## src/rtl/evt_window_pkg.sv

```systemverilog
// Shared types, widths and helpers for the windowed event-rate controller.
package evt_window_pkg;

    typedef enum logic [1:0] {StIdle, StArm, StCount} state_e;

    localparam int unsigned DEF_MAX_COUNT = 512;
    localparam int unsigned CNT_W = $clog2(DEF_MAX_COUNT) + 1;

    // Increment by inc, never exceeding max_val.
    function automatic int unsigned sat_inc(input int unsigned cnt, input logic inc,
                                            input int unsigned max_val);
        if (!inc || cnt >= max_val) begin
            return cnt;
        end
        return cnt + 1;
    endfunction

endpackage

```

## src/rtl/evt_window_ctrl_win_timer.sv

```systemverilog
// Loadable down-counter; last flags the final cycle of a window.
module win_timer #(
    parameter int unsigned WinW = 27
) (
    input  logic            clk,
    input  logic            rst_n,
    input  logic            load,
    input  logic            dec,
    input  logic [WinW-1:0] len,
    output logic            last
);

    localparam logic [WinW-1:0] One = WinW'(1);

    logic [WinW-1:0] timer_q, timer_d;

    always_comb begin
        timer_d = timer_q;
        if (load) begin
            timer_d = (len == '0) ? One : len;
        end else if (dec && timer_q != '0) begin
            timer_d = timer_q - One;
        end
    end

    always_ff @(posedge clk) begin
        if (!rst_n) begin
            timer_q <= '0;
        end else begin
            timer_q <= timer_d;
        end
    end

    assign last = (timer_q == One);

endmodule

```

## src/rtl/evt_window_ctrl.sv

```systemverilog
// Gates an event strobe into back-to-back fixed-length windows and publishes
// each window's saturated count on a valid/ready output.
module evt_window_ctrl
    import evt_window_pkg::*;
#(
    parameter int unsigned MAX_COUNT = 512,
    parameter int unsigned WIN_W     = 27
) (
    input  logic                       clk,
    input  logic                       rst_n,
    input  logic                       enable,
    input  logic [WIN_W-1:0]           window_len,
    input  logic                       evt,
    input  logic                       clr_ovr,
    output logic [$clog2(MAX_COUNT):0] rate_data,
    output logic                       rate_valid,
    input  logic                       rate_ready,
    output logic [7:0]                 win_seq,
    output logic                       busy,
    output logic                       overrun
);

    localparam int unsigned CntW = $clog2(MAX_COUNT) + 1;

    state_e          state_q, state_d;
    logic [CntW-1:0] count_q, count_d;
    logic [CntW-1:0] rate_data_q, rate_data_d;
    logic            rate_valid_q, rate_valid_d;
    logic [7:0]      win_seq_q, win_seq_d;
    logic            busy_q, busy_d;
    logic            overrun_q, overrun_d;
    logic [CntW-1:0] count_inc;
    logic            tmr_load, tmr_dec, tmr_last;

    assign count_inc = CntW'(sat_inc(32'(count_q), evt, MAX_COUNT));

    win_timer #(
        .WinW(WIN_W)
    ) u_timer (
        .clk  (clk),
        .rst_n(rst_n),
        .load (tmr_load),
        .dec  (tmr_dec),
        .len  (window_len),
        .last (tmr_last)
    );

    always_comb begin
        state_d      = state_q;
        count_d      = count_q;
        rate_data_d  = rate_data_q;
        rate_valid_d = rate_valid_q;
        win_seq_d    = win_seq_q;
        overrun_d    = overrun_q;
        tmr_load     = 1'b0;
        tmr_dec      = 1'b0;

        if (rate_valid_q && rate_ready) begin
            rate_valid_d = 1'b0;
        end
        if (clr_ovr) begin
            overrun_d = 1'b0;
        end

        unique case (state_q)
            StIdle: begin
                if (enable) begin
                    state_d = StArm;
                end
            end
            StArm: begin
                count_d = '0;
                if (enable) begin
                    tmr_load = 1'b1;
                    state_d  = StCount;
                end else begin
                    state_d = StIdle;
                end
            end
            StCount: begin
                if (tmr_last) begin
                    // Terminal event belongs to the ending window; reload for zero-gap restart.
                    rate_data_d  = count_inc;
                    rate_valid_d = 1'b1;
                    win_seq_d    = win_seq_q + 8'd1;
                    if (rate_valid_q && !rate_ready) begin
                        overrun_d = 1'b1;
                    end
                    count_d = '0;
                    if (enable) begin
                        tmr_load = 1'b1;
                    end else begin
                        state_d = StIdle;
                    end
                end else if (!enable) begin
                    count_d = '0;
                    state_d = StIdle;
                end else begin
                    count_d = count_inc;
                    tmr_dec = 1'b1;
                end
            end
            default: state_d = StIdle;
        endcase

        busy_d = (state_d != StIdle);
    end

    always_ff @(posedge clk) begin
        if (!rst_n) begin
            state_q      <= StIdle;
            count_q      <= '0;
            rate_data_q  <= '0;
            rate_valid_q <= 1'b0;
            win_seq_q    <= '0;
            busy_q       <= 1'b0;
            overrun_q    <= 1'b0;
        end else begin
            state_q      <= state_d;
            count_q      <= count_d;
            rate_data_q  <= rate_data_d;
            rate_valid_q <= rate_valid_d;
            win_seq_q    <= win_seq_d;
            busy_q       <= busy_d;
            overrun_q    <= overrun_d;
        end
    end

    assign rate_data  = rate_data_q;
    assign rate_valid = rate_valid_q;
    assign win_seq    = win_seq_q;
    assign busy       = busy_q;
    assign overrun    = overrun_q;

endmodule

```

## config.mk

```make
export PLATFORM = sky130hd
export DESIGN_NAME = evt_window_ctrl
export DESIGN_NICKNAME = d
export VERILOG_FILES = /design/src/rtl/evt_window_pkg.sv /design/src/rtl/evt_window_ctrl_win_timer.sv /design/src/rtl/evt_window_ctrl.sv
export SDC_FILE = /design/constraint.sdc
export NUM_CORES = 1
export LEC_CHECK = 0
export BUFFER_PORTS_ARGS = -buffer_cell sky130_fd_sc_hd__clkbuf_2
export CELL_PAD_IN_SITES_DETAIL_PLACEMENT = 2
export CELL_PAD_IN_SITES_GLOBAL_PLACEMENT = 2
export CORE_MARGIN = 1
export CORE_UTILIZATION = 33
export CTS_CLUSTER_DIAMETER = 80
export CTS_CLUSTER_SIZE = 16
export DETAILED_ROUTE_END_ITERATION = 8
export GPL_TIMING_DRIVEN = 0
export PLACE_DENSITY = 0.88
export RECOVER_POWER = 100
export SYNTH_ARGS = -nofsm -noshare
export SYNTH_HDL_FRONTEND = slang
export SYNTH_SLANG_ARGS = --single-unit
```

## constraint.sdc

```tcl
create_clock -name clk -period 2.83 [get_ports clk]
set_input_delay 0.849 -clock clk [delete_from_list [all_inputs] [get_ports clk]]
set_output_delay 0.849 -clock clk [all_outputs]
set_load 0.01 [all_outputs]
```

==> flow_summary.json, run 1 <==
{
  "yosysMostFrequentCell": "dfxtp_1",
  "htree_levels": 3,
  "synth_largest_area_cell": "dfxtp_1",
  "cts_buffers": 9,
  "drc": 0,
  "cts.clk_slew.worst_paths_ns": 0.08,
  "dpl_cell_area_um2": 3820,
  "nets": 536,
  "powerDensity_nw_per_um2": 601,
  "peakVddDrop_v": 0.000221,
  "grt_usage_pct": 26.6,
  "fmax_ghz": 0.363,
  "yosysUniqueCellTypes": 56,
  "yosys.area_share.simple_pct": 28.5,
  "ys_top_cells_by_count": "dfxtp_1, nor2_1, a21oi_1",
  "synth_edf_count": 0,
  "synth_xor_area_share_pct": 5.16,
  "yosysTopAreaCellShare_pct": 35.4,
  "fp-row-count": 36,
  "synthArstFlopShare_pct": 0,
  "yosys_warnings": 0,
  "cp-end-kind": "flop",
  "firstDrtPassIters": 4,
  "slew_headroom_pct": 40.1,
  "use_met1_pct": 32.9,
  "final_cell_area_um2": 4060,
  "met3_usage_pct": 6.18,
  "path_max_fanout": 9,
  "first_iter_violations": 212,
  "worstSetupPathType": "reg -> reg",
  "hold_viol": 0,
  "wire_per_inst_um": 22.4,
  "clock_latency_ns": 0.36,
  "grt.met2_usage_pct": 45.2,
  "worstPathRequired_ns": 3.10,
  "root_buffer": "clkbuf_8",
  "busiest_layer": "met2",
  "gp_congestion": 0.872,
  "syn_area_um2": 3390,
  "die_h_um": 103,
  "leakagePower_uw": 0.00150,
  "layout-area-overhead-vs-synth_pct": 19.7,
  "initial_utilization_pct": 34.4,
  "fin_util_pct": 41.2,
  "synthAdderAreaFrac_pct": 3.32,
  "syn_inst": 425,
  "synth-compound-area-share_pct": 22.5,
  "antenna_left": 0,
  "antenna_cells": 0,
  "syn-mean-instance-area_um2": 7.98,
  "tightest_slew_ns": 0.898,
  "grt_pass1_wl_um": 20900,
  "setup_violations": 0,
  "dieArea_um2": 10700,
  "grt_max_degree": 11,
  "synthFlopType": "dfxtp_1",
  "grt_setup_unrepaired": "no",
  "vias": 3763,
  "die_x_um": 103,
  "synth_top_family_by_area": "simple AND/OR/NAND/NOR gates",
  "clock_skew_ns": 0.0136,
  "antenna_found_initial": 0,
  "clock_sinks": 60,
  "period_needed_ns": 2.76,
  "syn_nets": 467,
  "via_per_inst": 5.96,
  "ys_seq_area_share_pct": 35.4,
  "drive_gt1_share_pct": 18.9,
  "hold_class": "reg -> reg",
  "wl_um": 14100,
  "synth_area_leaders": "dfxtp_1, nor2_1, a21oi_1",
  "worstPathArrival_ns": 3.03,
  "maxSlewViolCount": 0,
  "grt_overflow_total": 0,
  "top_level_ports": 54,
  "synthMuxAreaShare_pct": 0.590,
  "max_cap_violations": 0,
  "timing.hold.ws_ns": 0.501,
  "status": "completed",
  "port-buffer-count": 52,
  "cts_tree": "built",
  "final.setup.tns_ns": 0,
  "worst_setup_path_start_kind": "flop",
  "dpl.hpwl_um": 9190,
  "fin_crit_sh_pct": 97.5,
  "clock_path_buffers": 2,
  "grt_pass1_vias": 3802,
  "synth-seq-cells": 60,
  "core_um2": 9860
}
## worst paths after layout
| check | startpoint | endpoint | cells after the start | slack, ns |
|---|---|---|---|---|
| setup / recovery | u_timer.timer_q[0] | u_timer.timer_q[22] | 8 | 0.07 |
| hold / removal | rate_data[7] | rate_data[7] | 2 | 0.50 |
| setup reg to reg | u_timer.timer_q[0] | u_timer.timer_q[22] | 8 | 0.07 |
| hold reg to reg | rate_data[7] | rate_data[7] | 2 | 0.50 |
## layer usage
layer | part of all wire (%) | up-vias | routed length [um]
met5 | 0 | - | 0
met3 | 4.3 | 26 | 611
met2 | 50 | 113 | 7090
li1 | - | 1692 | -
met1 | 44 | 1932 | 6190
met4 | 1.8 | 0 | 250
## layout by cell type, fill, tap and decap left out, drive strengths merged, types with 11 or more instances in the layout
master | Yosys | final
clkbuf | 13 | 76
dfxtp | 60 | 60
nor2 | 57 | 57
a21oi | 35 | 35
nand2 | 33 | 33
o21ai | 29 | 29
nor3 | 19 | 19
nor4 | 18 | 18
buf | 11 | 16
xnor2 | 12 | 12
nand3 | 12 | 12
inv | 11 | 11
## cells by family (layout without fill, tap and decap cells)
| logic type | after synthesis | count (layout) |
|---|---|---|
| AND/OR/NAND/NOR | 186 | 186 |
| XOR/XNOR | 20 | 20 |
| AO/OA/AOI/OAI | 113 | 113 |
| buffers and inverters | 35 | 108 |
| flip-flops | 60 | 60 |
| adder cells (fa/ha/maj) | 9 | 9 |
| multiplexers | 2 | 2 |
## stage by stage
step | std cells | total power, uW | setup slack [ns]
floorplan | 425 | 1360 | 0.519
global placement | 610 | 1520 | 0.0636
detailed placement | 610 | 1560 | 0.00447
CTS | 625 | 2390 | 0.0231
global route | 631 | 2530 | 0.0110
finish | 631 | 2440 | 0.0717
## where the power goes
part / total, uW / internal (uW) / leakage (uW) / switching (uW)
Sequential: 919 / 874 / 0.000485 / 45.0
Combinational: 703 / 255 / 0.000919 / 448
Clock: 819 / 422 / 0.0000979 / 398
## state kept, by name (all words and copies together) (netlist names)
register and flops:
state_q 2, u_timer.timer_q 27, count_q 10, busy 1, rate_data 10, win_seq 8
rate_valid 1, overrun 1
## timing repair
action | 4_1_cts | 5_1_grt
buffers inserted | 0 | 6
pin swaps | 0 | 2
hold buffers | 0 | 0
setup endpoints to repair | 10 | 29
resized for setup | 4 | 3
## cell type report
class                           count  area (um^2)
Fill cell                        1167         5800
Multi-Input combinational cell    330         2070
Sequential cell                    60         1200
Timing Repair Buffer               58          278
Tap cell                          133          166
Clock buffer                       10          138
Buffer                             24          111
Clock inverter                      5         52.6
Inverter                           11         41.3
## worst max-delay path, cell delays in order (launching register included)
cell and delay (ns):
dfxtp_1 0.42, inv_1 0.11, ha_1 0.22, clkbuf_1 0.26, or2_2 0.37, a31oi_2 0.51, a31oi_1 0.22, a311o_1 0.36
a21oi_1 0.20
(Power assumes the default switching activity.)
==> run 2, diff against run 1 <==
==> constraint.sdc (replaced) <==
create_clock -name clk -period 2.83 [get_ports clk]
set_input_delay 0.1415 -clock clk [delete_from_list [all_inputs] [get_ports clk]]
set_output_delay 0.1415 -clock clk [all_outputs]
set_load 0.01 [all_outputs]
==> flow_summary.json, run 2 (synthesized netlist as in run 1, its figures left out) <==
{
  "layout-area-overhead-vs-synth_pct": 19.7,
  "gp_congestion": 0.872,
  "fin_crit_sh_pct": 97.2,
  "rr_endpoint": "u_timer.timer_q[22]",
  "worst_setup_path_start_kind": "flop",
  "port-buffer-count": 52,
  "cts_buffers": 9,
  "clock_sinks": 60,
  "grt_max_degree": 11,
  "hp-start": "window_len[23]",
  "grt_overflow_total": 0,
  "clock_skew_ns": 0.0138,
  "drc": 0,
  "worstSetupPathType": "reg -> reg",
  "largest-register": "u_timer.timer_q",
  "fmax_ghz": 0.364,
  "root_buffer": "clkbuf_8",
  "pwr-share-comb_pct": 28.9,
  "wl_um": 14200,
  "nets": 536,
  "crit_chain": "inv_1, ha_1, clkbuf_1, or2_2, a31oi_2, a31oi_1, a311o_1, a21oi_1",
  "top_level_ports": 54,
  "vias": 3784,
  "largest_register_ffs": 27,
  "worstReg2RegStart": "u_timer.timer_q[0]",
  "worstPathArrival_ns": 3.02,
  "status": "completed",
  "grt_usage_pct": 26.6,
  "final_common_cell": "dfxtp_1",
  "maxSlewViolCount": 0,
  "path_max_fanout": 9,
  "hold_end": "u_timer.timer_q[23]",
  "drive_gt1_share_pct": 19.1,
  "intPower_uw": 1550,
  "fin_util_pct": 41.2,
  "antenna_cells": 0,
  "reg2reg_setup_slack_ns": 0.08,
  "period_needed_ns": 2.75,
  "grt_pass1_vias": 3802,
  "cp-end-kind": "flop",
  "via_per_inst": 6.00,
  "antenna_left": 0,
  "tightest_slew_ns": 0.892,
  "sequentialPowerShare_pct": 37.7,
  "cp_slowest_cell": "a31oi_2",
  "reg2reg_depth": 8,
  "grt_setup_unrepaired": "no",
  "mostFrequentLayoutCells": "dfxtp_1, nor2_1, a21oi_1",
  "die_h_um": 103,
  "dpl.hpwl_um": 9190,
  "switching_share_pct": 36.5,
  "fillers": 1166,
  "htree_levels": 3,
  "hold_viol": 0,
  "grt_pass1_wl_um": 20900,
  "core_um2": 9860,
  "critPathMaxStageDelay_ns": 0.50,
  "powerDensity_nw_per_um2": 601,
  "clock_path_buffers": 2,
  "final.setup.tns_ns": 0,
  "hold_class": "in -> reg",
  "setup_violations": 0,
  "initial_utilization_pct": 34.4,
  "clkPwrFrac_pct": 33.5,
  "die_x_um": 103,
  "wire_per_inst_um": 22.4,
  "fp-row-count": 36,
  "worstPathRequired_ns": 3.10,
  "p_switching_uw": 890,
  "timing.hold.ws_ns": 0.0766,
  "cts.clk_slew.worst_paths_ns": 0.08,
  "leakagePower_uw": 0.00150,
  "firstDrtPassIters": 5,
  "first_iter_violations": 212,
  "clock_latency_ns": 0.36,
  "max_cap_violations": 0,
  "whs_path_depth": 3,
  "dieArea_um2": 10700,
  "peakVddDrop_v": 0.000221,
  "cts_tree": "built",
  "antenna_found_initial": 0,
  "slew_headroom_pct": 40.5
}
run 2: changes by cell type in the layout (fill, tap and decap cells not counted):
cell / delta
clkbuf_1: -1
clkbuf_2: +1
run 2: worst max path at each step:
| stage | endpoint | start | cells past startpoint | slack (ns) |
|---|---|---|---|---|
| after global placement | u_timer.timer_q[6] | u_timer.timer_q[4] | 8 | 0.06 |
| final | u_timer.timer_q[22] | u_timer.timer_q[0] | 8 | 0.08 |
| after global routing | u_timer.timer_q[12] | u_timer.timer_q[4] | 8 | 0.01 |
| after floorplan | u_timer.timer_q[0] | u_timer.timer_q[18] | 6 | 0.52 |
| after detailed placement | u_timer.timer_q[13] | u_timer.timer_q[4] | 8 | 0.004 |
| after CTS | u_timer.timer_q[1] | u_timer.timer_q[18] | 8 | 0.02 |
run 2: layer usage:
layer  up-vias  share of wire [%]  GRT usage [%]
met5         -                  0              0
met4         0                1.8           9.43
met3        26                4.4           6.18
met2       117                 50           45.2
met1      1947                 44           32.9
li1       1694                  -              -
run 2: worst max-delay path, delay by kind of cell (launching register included):
family / cells / cell delay [ns]
buffers and inverters: 2 / 0.37
adder cells (fa/ha/maj): 1 / 0.22
AO/OA/AOI/OAI: 4 / 1.27
AND/OR/NAND/NOR: 1 / 0.37
flip-flops: 1 / 0.42
run 2: power groups by stage:
stage / registers, uW / clock network [uW] / logic [uW]
6_report: 919 / 817 / 705
3_5_place_dp: 933 / 0 / 623
2_1_floorplan: 921 / 0 / 438
4_1_cts: 915 / 816 / 659
5_1_grt: 922 / 855 / 758
3_3_place_gp: 929 / 0 / 593
run 2: cell type report:
cell class	count	area [um^2]	share of cell area [%]
clock buffers	10	138	3.39
inverters	11	41.3	1.02
repair buffers	58	279	6.87
clock inverters	5	52.6	1.29
plain buffers	24	111	2.74
well taps	133	166	4.10
multi-input cells	330	2070	51.0
flip-flops and latches	60	1200	29.6
run 2: stage by stage:
step / power [uW] / worst slack (ns) / std cells / instance area (um^2)
2_1_floorplan: 1360 / 0.519 / 425 / 3390
3_3_place_gp: 1520 / 0.0636 / 610 / 3820
3_5_place_dp: 1560 / 0.00447 / 610 / 3820
4_1_cts: 2390 / 0.0231 / 625 / 4040
5_1_grt: 2530 / 0.0110 / 631 / 4060
6_report: 2440 / 0.0801 / 631 / 4060
run 2: repair_timing:
item,4_1_cts,5_1_grt
pin swaps,0,2
endpoints found under the setup margin,10,29
hold endpoints to repair,0,0
resized for setup,4,3
cloned,0,0
hold buffers,0,0
setup buffers,0,6
==> run 3, diff against run 2 <==
--- a/config.mk
+++ b/config.mk
@@ -8,7 +8,7 @@
 export BUFFER_PORTS_ARGS = -buffer_cell sky130_fd_sc_hd__clkbuf_2
 export CELL_PAD_IN_SITES_DETAIL_PLACEMENT = 2
 export CELL_PAD_IN_SITES_GLOBAL_PLACEMENT = 2
-export CORE_MARGIN = 1
+export CORE_MARGIN = 2
 export CORE_UTILIZATION = 33
 export CTS_CLUSTER_DIAMETER = 80
 export CTS_CLUSTER_SIZE = 16
==> flow_summary.json, run 3 (synthesized netlist as in run 1, its figures left out) <==
{
  "layout-area-overhead-vs-synth_pct": 21.7,
  "first_iter_violations": 218,
  "crit_path_frequent_cell": "buf_2",
  "layout.cells.non_filler": 634,
  "vias": 3702,
  "port-buffer-count": 52,
  "core_um2": 10100,
  "max_cap_violations": 0,
  "cts_buffers": 9,
  "die_h_um": 105,
  "setup_violations": 0,
  "largest_register_ffs": 27,
  "clock_skew_ns": 0.0136,
  "clock_sinks": 60,
  "maxSlewViolCount": 0,
  "clock_path_buffers": 2,
  "startpoint": "u_timer.timer_q[4]",
  "slew_headroom_pct": 47.0,
  "fmax_ghz": 0.373,
  "powerDensity_nw_per_um2": 636,
  "clock_latency_ns": 0.36,
  "root_buffer": "clkbuf_8",
  "rr_endpoint": "u_timer.timer_q[12]",
  "cp_slowest_cell": "nor4_2",
  "antenna_found_initial": 0,
  "drive_gt1_share_pct": 19.1,
  "worstPathArrival_ns": 2.94,
  "initial_utilization_pct": 33.5,
  "fp-row-count": 37,
  "total_power_uw": 2630,
  "hold_viol": 0,
  "worstSetupPathType": "reg -> reg",
  "dp.cells": 613,
  "cts.clk_slew.worst_paths_ns": 0.09,
  "grt_max_degree": 13,
  "peakVddDrop_v": 0.000219,
  "antenna_left": 0,
  "critPathBufInv": 2,
  "worst_setup_path_start_kind": "flop",
  "hold_class": "in -> reg",
  "die_x_um": 105,
  "dpl.hpwl_um": 9430,
  "crit_chain": "nor4_2, and4_1, buf_2, a41oi_2, o21ai_4, buf_2, a21oi_1, nor3_1",
  "wire_per_inst_um": 21.8,
  "nets": 535,
  "grt_overflow_total": 0,
  "ctsHoldBuffers": 0,
  "worstReg2RegStart": "u_timer.timer_q[4]",
  "antenna_cells": 0,
  "cp_top_family": "simple AND/OR/NAND/NOR gates",
  "top_level_ports": 54,
  "fin_crit_sh_pct": 94.8,
  "leakagePower_uw": 0.00153,
  "critPathMaxStageDelay_ns": 0.45,
  "grt_usage_pct": 25.0,
  "gp_congestion": 0.825,
  "grt_pass1_vias": 3930,
  "mostFrequentLayoutCells": "dfxtp_1, nor2_1, a21oi_1",
  "tightest_slew_ns": 0.794,
  "final_cell_area_um2": 4130,
  "timing.hold.ws_ns": 0.0705,
  "fillers": 1183,
  "cp.depth": 8,
  "dieArea_um2": 11100,
  "period_needed_ns": 2.68,
  "cp-end-kind": "flop",
  "firstDrtPassIters": 4,
  "cts_tree": "built",
  "final.setup.tns_ns": 0,
  "wl_um": 13800,
  "reg2reg_depth": 8,
  "grt_pass1_wl_um": 21700,
  "via_per_inst": 5.84,
  "worstSetupEndpoint": "u_timer.timer_q[12]",
  "largest-register": "u_timer.timer_q",
  "htree_levels": 3,
  "dpl_cell_area_um2": 3820,
  "path_max_fanout": 10,
  "status": "completed",
  "drc": 0,
  "final_common_cell": "dfxtp_1",
  "worstPathRequired_ns": 3.09,
  "reg2reg_setup_slack_ns": 0.15
}
[run 3: power by group]
group | internal [uW] | total (uW) | switching, uW | leakage (uW)
registers | 874 | 919 | 44.8 | 0.000485
logic | 257 | 709 | 452 | 0.000922
clock network | 591 | 1000 | 410 | 0.000120
total | 1720 | 2630 | 906 | 0.00153
[run 3: worst register-to-register path, stage by stage (launching register included)]
cell and delay, ns:
dfxtp_1 0.40, nor4_2 0.46, and4_1 0.32, buf_2 0.27, a41oi_2 0.25, o21ai_4 0.29
buf_2 0.32, a21oi_1 0.11, nor3_1 0.19
[run 3: layer usage]
metal / up-vias / share of wire, % / track usage [%]
li1: 1691 / - / -
met1: 1876 / 42 / 31.8
met2: 117 / 51 / 42.7
met3: 18 / 5.6 / 4.58
met4: 0 / 1.6 / 7.81
met5: - / 0 / 0
[run 3: what timing repair did]
item,in CTS,in global routing
setup buffers,0,5
pin swaps,0,2
gates resized for setup,4,5
setup endpoints to repair,12,20
endpoints found under the hold margin,0,0
[run 3: cell type report]
type / count / area (um^2) / area share (%)
well taps: 136 / 170 / 4.12
clock inverters: 7 / 124 / 3.00
flip-flops and latches: 60 / 1200 / 29.1
inverters: 11 / 41.3 / 1.00
multi-input cells: 330 / 2090 / 50.5
repair buffers: 57 / 272 / 6.57
plain buffers: 24 / 111 / 2.70
clock buffers: 9 / 124 / 3.00
[run 3: stage by stage]
| stage | worst slack (ns) | util (%) |
|---|---|---|
| 2_1_floorplan | 0.519 | - |
| 3_3_place_gp | 0.0578 | 37.7 |
| 3_5_place_dp | -0.0943 | 37.7 |
| 4_1_cts | 0.0235 | 40.4 |
| 5_1_grt | -0.0154 | 40.7 |
| 6_report | 0.146 | 40.7 |
[run 3: worst min-delay path by stage]
stage	startpoint	end	slack (ns)	cells past startpoint
after floorplan	window_len[22]	u_timer.timer_q[22]	0.28	2
after global placement	window_len[23]	u_timer.timer_q[23]	0.42	3
after detailed placement	window_len[23]	u_timer.timer_q[23]	0.41	3
after CTS	window_len[23]	u_timer.timer_q[23]	0.05	3
after global routing	window_len[26]	u_timer.timer_q[26]	0.07	3
final	window_len[26]	u_timer.timer_q[26]	0.07	3
